## src/rtl/rx_timer_pkg.sv

```systemverilog
// Shared types and defaults for the UART receive bit-period timer.
package rx_pkg;

    typedef enum logic [1:0] {
        TMR_IDLE,
        TMR_COUNT,
        TMR_DONE
    } timer_state_t;

    localparam int RX_DEF_CLKS_PER_BIT = 10;
    localparam int RX_DEF_DATA_BITS    = 8;

endpackage

```

## src/rtl/rx_timer_if.sv

```systemverilog
// Handshake between the receiver control unit (master) and the bit timer (slave).
interface rx_timer_if;

    logic enable_timer;
    logic shift_strobe;
    logic packet_done;

    modport master (
        output enable_timer,
        input  shift_strobe,
        input  packet_done
    );

    modport slave (
        input  enable_timer,
        output shift_strobe,
        output packet_done
    );

endinterface

```

## src/rtl/rx_timer_flex_counter_sync.sv

```systemverilog
// Up-counter that wraps from rollover_val back to 1; clear has priority over counting.
// rollover_flag is high while the count sits at rollover_val.
module flex_counter_sync #(
    parameter int WIDTH = 4
) (
    input  logic             clk,
    input  logic             n_rst,
    input  logic             clear,
    input  logic             count_enable,
    input  logic [WIDTH-1:0] rollover_val,
    output logic [WIDTH-1:0] count_out,
    output logic             rollover_flag
);

    logic [WIDTH-1:0] count_q;
    logic [WIDTH-1:0] count_d;

    // Next count: clear, hold, increment, or wrap to 1.
    always_comb begin
        count_d = count_q;
        if (clear) begin
            count_d = '0;
        end else if (count_enable) begin
            if (count_q == rollover_val) begin
                count_d = WIDTH'(1);
            end else begin
                count_d = count_q + WIDTH'(1);
            end
        end
    end

    // Count register with synchronous active-low reset.
    always_ff @(posedge clk) begin
        if (!n_rst) begin
            count_q <= '0;
        end else begin
            count_q <= count_d;
        end
    end

    assign count_out     = count_q;
    assign rollover_flag = (count_q == rollover_val);

endmodule

```

## src/rtl/rx_timer.sv

```systemverilog
// Bit-period timer for the UART receive path.
// Emits one shift_strobe per data/stop bit and a single packet_done per frame.
// Build option RX_TIMER_MIDBIT_EN: strobes move half a bit earlier (mid-bit sampling);
// packet_done timing is the same in both builds.
//
// state     | meaning
// TMR_IDLE  | no frame; counters held at 0
// TMR_COUNT | frame in progress, counting clocks and bits
// TMR_DONE  | all bits sampled; waiting for enable_timer to drop
module rx_timer
    import rx_pkg::*;
#(
    parameter int CLKS_PER_BIT = RX_DEF_CLKS_PER_BIT,
    parameter int DATA_BITS    = RX_DEF_DATA_BITS
) (
    input  logic          clk,
    input  logic          n_rst,
    rx_timer_if.slave     tmr_if
);

    localparam int CW = $clog2(CLKS_PER_BIT + 1);
    localparam int BW = $clog2(DATA_BITS + 2);

`ifdef RX_TIMER_MIDBIT_EN
    localparam int STROBE_CNT = CLKS_PER_BIT - CLKS_PER_BIT / 2;
`else
    localparam int STROBE_CNT = CLKS_PER_BIT;
`endif

    localparam logic [CW-1:0] CLK_ROLL   = CW'(CLKS_PER_BIT);
    localparam logic [CW-1:0] STROBE_VAL = CW'(STROBE_CNT);
    localparam logic [BW-1:0] BIT_ROLL   = BW'(DATA_BITS + 1);

    if (CLKS_PER_BIT < 2) begin : g_bad_clks_per_bit
        $error("rx_timer: CLKS_PER_BIT must be >= 2");
    end
    if (DATA_BITS < 1) begin : g_bad_data_bits
        $error("rx_timer: DATA_BITS must be >= 1");
    end

    timer_state_t  state_q, state_d;
    logic          strobe_q, strobe_d;
    logic          done_q, done_d;

    logic [CW-1:0] clk_cnt;
    logic [CW-1:0] clk_next;
    logic          clk_roll;
    logic          clk_clear;
    logic          clk_en;
    logic [BW-1:0] bit_cnt;
    logic          bit_roll;
    logic          bit_clear;
    logic          bit_en;

    flex_counter_sync #(.WIDTH(CW)) u_clk_cnt (
        .clk           (clk),
        .n_rst         (n_rst),
        .clear         (clk_clear),
        .count_enable  (clk_en),
        .rollover_val  (CLK_ROLL),
        .count_out     (clk_cnt),
        .rollover_flag (clk_roll)
    );

    flex_counter_sync #(.WIDTH(BW)) u_bit_cnt (
        .clk           (clk),
        .n_rst         (n_rst),
        .clear         (bit_clear),
        .count_enable  (bit_en),
        .rollover_val  (BIT_ROLL),
        .count_out     (bit_cnt),
        .rollover_flag (bit_roll)
    );

    // Next-state, counter control and registered-output inputs.
    // A strobe is raised on the edge where clk_cnt moves onto STROBE_VAL, so the
    // pulse is visible for the cycle following that edge. bit_roll means every
    // bit has been strobed; the frame then completes on the next clk_cnt wrap.
    always_comb begin
        state_d   = state_q;
        strobe_d  = 1'b0;
        done_d    = 1'b0;
        clk_en    = 1'b0;
        bit_en    = 1'b0;
        clk_clear = !tmr_if.enable_timer;
        bit_clear = !tmr_if.enable_timer;
        clk_next  = clk_roll ? CW'(1) : clk_cnt + CW'(1);

        case (state_q)
            TMR_IDLE: begin
                if (tmr_if.enable_timer) begin
                    state_d  = TMR_COUNT;
                    clk_en   = 1'b1;
                    strobe_d = (clk_next == STROBE_VAL);
                    bit_en   = strobe_d;
                end
            end
            TMR_COUNT: begin
                if (!tmr_if.enable_timer) begin
                    state_d = TMR_IDLE;
                end else if (bit_roll && clk_roll) begin
                    state_d = TMR_DONE;
                    done_d  = 1'b1;
                end else begin
                    clk_en   = 1'b1;
                    strobe_d = !bit_roll && (clk_next == STROBE_VAL);
                    bit_en   = strobe_d;
                end
            end
            TMR_DONE: begin
                if (!tmr_if.enable_timer) begin
                    state_d = TMR_IDLE;
                end
            end
            default: begin
                state_d = TMR_IDLE;
            end
        endcase
    end

    // State and output registers; reset wins over enable_timer.
    always_ff @(posedge clk) begin
        if (!n_rst) begin
            state_q  <= TMR_IDLE;
            strobe_q <= 1'b0;
            done_q   <= 1'b0;
        end else begin
            state_q  <= state_d;
            strobe_q <= strobe_d;
            done_q   <= done_d;
        end
    end

    assign tmr_if.shift_strobe = strobe_q;
    assign tmr_if.packet_done  = done_q;

endmodule

```

## src/flat_wrapper.sv

```systemverilog
// flat-port wrapper written by rule: the top's interface ports become plain ports
module rx_timer_flat import rx_pkg::*;
#(
    parameter int CLKS_PER_BIT = RX_DEF_CLKS_PER_BIT,
    parameter int DATA_BITS    = RX_DEF_DATA_BITS
)
  (clk, n_rst, tmr_if_enable_timer, tmr_if_shift_strobe, tmr_if_packet_done);
  rx_timer_if tmr_if_i ();
  input  logic clk;
  input  logic n_rst;
  input wire logic [$bits(tmr_if_i.enable_timer)-1:0] tmr_if_enable_timer;
  output wire logic [$bits(tmr_if_i.shift_strobe)-1:0] tmr_if_shift_strobe;
  output wire logic [$bits(tmr_if_i.packet_done)-1:0] tmr_if_packet_done;
  assign tmr_if_i.enable_timer = tmr_if_enable_timer;
  assign tmr_if_shift_strobe = tmr_if_i.shift_strobe;
  assign tmr_if_packet_done = tmr_if_i.packet_done;
  rx_timer #(.CLKS_PER_BIT(CLKS_PER_BIT), .DATA_BITS(DATA_BITS)) u_core (.clk(clk), .n_rst(n_rst), .tmr_if(tmr_if_i));
endmodule
```

## config.mk

```make
export PLATFORM = sky130hd
export DESIGN_NAME = rx_timer_flat
export DESIGN_NICKNAME = d
export VERILOG_FILES = /design/src/rtl/rx_timer_pkg.sv /design/src/rtl/rx_timer_if.sv /design/src/rtl/rx_timer_flex_counter_sync.sv /design/src/rtl/rx_timer.sv /design/src/flat_wrapper.sv
export SDC_FILE = /design/constraint.sdc
export NUM_CORES = 1
export LEC_CHECK = 0
export CORE_UTILIZATION = 50
export CTS_CLUSTER_SIZE = 25
export DETAILED_ROUTE_END_ITERATION = 12
export PLACE_DENSITY = 0.74
export RECOVER_POWER = 25
export SYNTH_ARGS = -nofsm -noshare
export SYNTH_HDL_FRONTEND = slang
export SYNTH_HIERARCHICAL = 1
export SYNTH_SLANG_ARGS = --single-unit
```

## constraint.sdc

```tcl
create_clock -name clk -period 3 [get_ports clk]
set_clock_uncertainty 0.2 [all_clocks]
set_input_delay 0.3 -clock clk [delete_from_list [all_inputs] [get_ports clk]]
set_output_delay 0.3 -clock clk [all_outputs]
set_load 0.01 [all_outputs]
```

[Yosys cells after proc, flatten, opt, wreduce, memory -nomap -nowiden]
Cells that the tools add are included.
Word-level totals
  flip-flop bits (word level): 12
  input port bits: 3
  output and inout bits: 2
  word-level logic and storage cells: 38
Cells by class
  $add $sub $neg: 2
  eq/ne operators: 8
  muxes and demuxes: 16
  reduce and logical (&&, ||, !) cells: 7
Operators with widths (number)
  $eq 4x4->1 const B: 3
  $add 4x1->4 const B: 2
  $mux 2: 4
  $mux 4: 2
  $mux 1: 7
  $pmux 2 s3: 1
  $reduce_and 3->1: 2
  $ne 2x2->1 const B: 2
  $pmux 1 s2: 2
  $ne 3x2->1 const B: 1
  $eq 2x1->1 const B: 1
  $eq 2x2->1 const B: 1
  $logic_and 1x1->1: 2
  $logic_not 2->1: 1
  $reduce_and 2->1: 1
  $logic_not 1->1: 1

[Depth between registers and ports, before layout]
  word-level depth: 7
  gate-level depth with buffers: 8
  mapped depth without buffers: 8

[Hierarchy]
The synthesis kept the hierarchy.
By module, submodules not included
  flex_counter_sync: times used 2, cells each 28, area each 296.5 um^2
  rx_timer: times used 1, cells each 25, area each 214.0 um^2

[Worst setup path after synthesis]
No wires, ideal clock.
  path kind: register to register
  start: register u_core.u_bit_cnt.count_q[3] (netlist: u_core/u_bit_cnt/count_out[3])
  end: register u_core.u_bit_cnt.count_q[3] (netlist: u_core/u_bit_cnt/count_out[3])
  library setup time: 0.079 ns
  arrival: 2.019 ns
  setup slack: 0.702 ns
  stages on the path, launching flop included: 8
  cell sequence: dfxtp_1 xor2_1 nor4_4 a221o_1 nor3_1 nand4_1 xor2_1 a211oi_2
Between the ends
  longest elaborated chain between the ends: 6
  elaborated cells between the ends (all ways): 9
Ends and longest elaborated chain
  from (decl): line rx_timer_flex_counter_sync.sv:15  | logic [WIDTH-1:0] count_q;
  from (signal assigned): line rx_timer_flex_counter_sync.sv:37  | count_q <= count_d;
  $eq 4x4->1 (*): line rx_timer_flex_counter_sync.sv:42  | assign rollover_flag = (count_q == rollover_val);
  via u_core.bit_roll: line rx_timer.sv:51  | logic bit_roll;
  $logic_not 1->1: line rx_timer.sv:106  | strobe_d = !bit_roll && (clk_next == STROBE_VAL);
  $logic_and 1x1->1: line rx_timer.sv:106
  $mux 1 (*): line rx_timer.sv:101  | end else if (bit_roll && clk_roll) begin
  $mux 1 (*): line rx_timer.sv:99  | if (!tmr_if.enable_timer) begin
  $pmux 1 s2 (*): line rx_timer.sv:89  | case (state_q)
  via u_core.bit_en: line rx_timer.sv:53  | logic bit_en;
Mark *: on every way through the listed nets, which the timed path passes. The rest lies on a longest branch.
A chain may end at the register's enable or synchronous reset.

[Final worst setup path]
  start: register u_core.u_clk_cnt.count_q[1] (netlist: u_core/u_clk_cnt/count_out[1])
  end: register u_core.u_clk_cnt.count_q[3] (netlist: u_core/u_clk_cnt/count_out[3])
Between the ends
  longest elaborated chain between the ends: 5
  elaborated cells between the ends (all ways): 7
Ends and longest elaborated chain
  from (decl): line rx_timer_flex_counter_sync.sv:15
  from (signal assigned): line rx_timer_flex_counter_sync.sv:37
  $eq 4x4->1: line rx_timer_flex_counter_sync.sv:42
  via u_core.clk_roll: line rx_timer.sv:47  | logic clk_roll;
  $logic_and 1x1->1: line rx_timer.sv:101
  $mux 1: line rx_timer.sv:101
  $mux 1: line rx_timer.sv:99
  $pmux 1 s2: line rx_timer.sv:89
  via u_core.clk_en: line rx_timer.sv:49  | logic clk_en;
The timed path passes the listed nets, and every way through them passes these cells.

==> results.toml <==
[outcome]
status = "finished, final reports clean"

[clock_network]
cts_buffer_depth = 2
clkTransAtPathRegs_ps = 80
htree_levels = 1
postCtsSetupBuffers = 0
cts_tree = "yes"
clock_sinks = 12
clockRootBuffer = "clkbuf_4"
post_cts_resized = 0
cts_made_buffers = 3
cts_hold_buf = 0
clkLatencyLatePin_ps = 260

[power]
vdd.ir_drop.worst_v = 0.000266
swShare_pct = 24.0
switching_power_mw = 0.0778
seqPwrFrac_pct = 50.5
p_int_mw = 0.246
leakagePower_nw = 0.356
clkPwrFrac_pct = 39.4
power.density_mw_per_mm2 = 352
pwr-share-comb_pct = 10.1

[cells_and_area]
area_growth_pct = 13.8
diodes = 0
nets = 103
drive_gt1_share_pct = 15.6
fillers = 129

[critical_path]
arrival_ps = 2450
timing.rr.start = "u_core/u_clk_cnt/count_out[1]"
cp_slowest_cell = "nor4_1"
critPathCaptureType = "register"
start_kind = "register"
worstSetupStartpoint = "u_core/u_clk_cnt/count_out[1]"
rrSetupSlack_ps = 480
slowest_delay_ps = 650
r2r-end = "u_core/u_clk_cnt/count_out[3]"
critPathKind = "reg -> reg"
cp_cell_sequence = "xor2_2, nor4_1, nand3_1, nor2b_1, nand4_1, xor2_1, a211oi_2"
cp-endpoint = "u_core/u_clk_cnt/count_out[3]"
cp.required_ps = 2930
r2r_cells = 7
crit_fanout = 8

[grt]
grt_usage_pct = 17.6
grt_pass1_vias = 595
overflow = 0
antenna_found_initial = 0
grt_pass1_wl_um = 2440
grt_max_degree = 9

[routing]
viasPerCell = 5.38
first_pass_iters = 3
drt_iter0_drc = 19
routed_wl_um = 1370
post_drt_wl_per_cell_um = 12.2
drc = 0
route.vias.total = 602
ant_nets = 0

[timing]
clock.fmax_ghz = 0.397
finalSetupTns_ps = 0
tightest_slew_ps = 695
setup_ws_ps = 480
rsz0062_at_grt = "no"
hold_violations = 0
setup_viol = 0
period_needed_ps = 2520
slew_headroom_pct = 53.3
slew_viol_final = 0
final.period_utilization_pct = 84.0

[logic_synthesis]
ys_types = 30
synth_area_leader_cell = "dfxtp_1"
yosysWarnings = 6
post-synth-top-area-fraction_pct = 29.8
synthCells = 81
synth_area_um2 = 807
ys_seq_elements = 12
syn_avg_cell_area_um2 = 9.96
synth_seq_area_share_pct = 29.8
yosys-top-cells-area = "dfxtp_1 (30%), xor2_2 (12%), o41ai_1 (6.5%)"

[run]
drv_cap = 0

[min_path]
min_path_type = "reg -> reg"

[place]
place.gp.congestion = 0.763
portBuffers = 4
dp_hpwl_um = 1070
dp_slack_ps = 758

[floorplan]
rows = 14
die_area_mm2 = 0.00178
core_mm2 = 0.00151
die_w_um = 42.2
die_h_um = 42.2
initial_core_util_pct = 53.6
io_pins = 5
==> cell families after synthesis <==
logic type,after synthesis,synth area share (%)
xor gates and xnor gates,10,16.4
AOI/OAI and AO/OA,18,17.7
muxes,1,1.24
buffers and inverters,2,0.931
adders and majority gates,3,4.65
other,2,0.931
and+or+nand+nor,33,28.4
DFF,12,29.8
==> stage by stage <==
| step | hold slack [ps] | std cells | util (%) | power (mW) | area (um^2) |
|---|---|---|---|---|---|
| final | 366 | 112 | 61.0 | 0.324 | 918 |
| after global routing | 404 | 112 | 61.0 | 0.338 | 918 |
| after CTS | 365 | 112 | 62.0 | 0.331 | 933 |
| after detailed placement | 352 | 108 | 59.6 | 0.202 | 897 |
| after global placement | 341 | 108 | 59.6 | 0.201 | 897 |
| after floorplan | 246 | 87 | - | 0.193 | 830 |
==> flip-flops by register name, indices dropped and copies added, names as in the netlist <==
name,cells
u_core/u_bit_cnt/count_out,4
u_core/u_clk_cnt/count_out,4
u_core/state_q,2
u_core/tmr_if.packet_done,1
u_core/tmr_if.shift_strobe,1
==> worst min path at each step <==
stage / from / end / slack [ps] / cells after the start
after floorplan: tmr_if_enable_timer / u_core/state_q[1] / 250 / 1
after global placement: u_core/state_q[0] / u_core/tmr_if.packet_done / 340 / 2
after detailed placement: u_core/state_q[0] / u_core/tmr_if.packet_done / 350 / 2
after CTS: u_core/state_q[0] / u_core/tmr_if.packet_done / 360 / 2
after global routing: u_core/state_q[0] / u_core/tmr_if.packet_done / 400 / 2
final: u_core/state_q[0] / u_core/tmr_if.packet_done / 370 / 2
==> routing by layer <==
layer | part of all wire [%] | vias to the layer above | global-route usage, %
met5 | 0 | - | 0
met4 | 1.0 | 0 | 6.88
met3 | 1.6 | 2 | 2.59
met2 | 51 | 3 | 30.8
met1 | 47 | 285 | 21.6
li1 | - | 312 | -
==> power groups by stage <==
| stage | Sequential (mW) | Clock, mW | Combinational [mW] |
|---|---|---|---|
| finish | 0.163 | 0.127 | 0.0327 |
| global route | 0.164 | 0.138 | 0.0361 |
| CTS | 0.163 | 0.132 | 0.0350 |
| detailed placement | 0.167 | 0 | 0.0347 |
| global placement | 0.167 | 0 | 0.0340 |
| floorplan | 0.167 | 0 | 0.0269 |
==> synth_stat cells <==
library cell and count:
o21ai_0 1, nor3_2 1, o21a_1 2, a21boi_0 1
xor2_2 6, nor4_4 2, nand3b_1 1, dfxtp_1 12
nand2b_1 6, and3b_1 2, nand3_1 1, nor2_1 5
nand2_1 2, o21ai_1 1, and3_1 1, a31oi_1 2
nor3_1 1, conb_1 2, a221o_1 1, a211oi_2 2
nor2b_1 5, xor2_1 4, and2_1 2, or2b_1 2
o41ai_1 6, nand4_1 2, ha_1 3, a21oi_1 2
mux2i_1 1, inv_1 2
==> final cells by class <==
| type | count | area, um^2 | area share (%) |
|---|---|---|---|
| multi-input combinational | 73 | 567 | 61.7 |
| sequential | 12 | 240 | 26.2 |
| timing repair buffer | 5 | 47.5 | 5.18 |
| clock buffer | 4 | 36.3 | 3.95 |
| tap | 16 | 20.0 | 2.18 |
| inverter | 2 | 7.51 | 0.817 |
==> critical path, delay by kind of cell, from the launching register on <==
kind	cells	cell delay [ps]
xor gates and xnor gates	2	340
DFF	1	490
AOI/OAI and AO/OA	1	50
and+or+nand+nor	4	1310
==> cell usage in the layout (no fill, tap or decap), types with 2 or more instances in the layout <==
| cell | synthesis | final |
|---|---|---|
| dfxtp_1 | 12 | 12 |
| conb_1 | 2 | 8 |
| nand2b_1 | 6 | 6 |
| xor2_2 | 6 | 6 |
| o41ai_1 | 6 | 6 |
| nor2b_1 | 5 | 5 |
| nor2_1 | 5 | 5 |
| xor2_1 | 4 | 4 |
| clkbuf_4 | 0 | 3 |
| ha_1 | 3 | 3 |
| clkdlybuf4s50_1 | 0 | 2 |
| dlygate4sd3_1 | 0 | 2 |
| inv_1 | 2 | 2 |
| nand4_1 | 2 | 2 |
| a211oi_2 | 2 | 2 |
| nand2_1 | 2 | 2 |
| o21a_1 | 2 | 2 |
| and3b_1 | 2 | 2 |
| a31oi_1 | 2 | 2 |
| or2b_1 | 2 | 2 |
| and2_1 | 2 | 2 |
| a21oi_1 | 2 | 2 |
(Power assumes the default switching activity.)
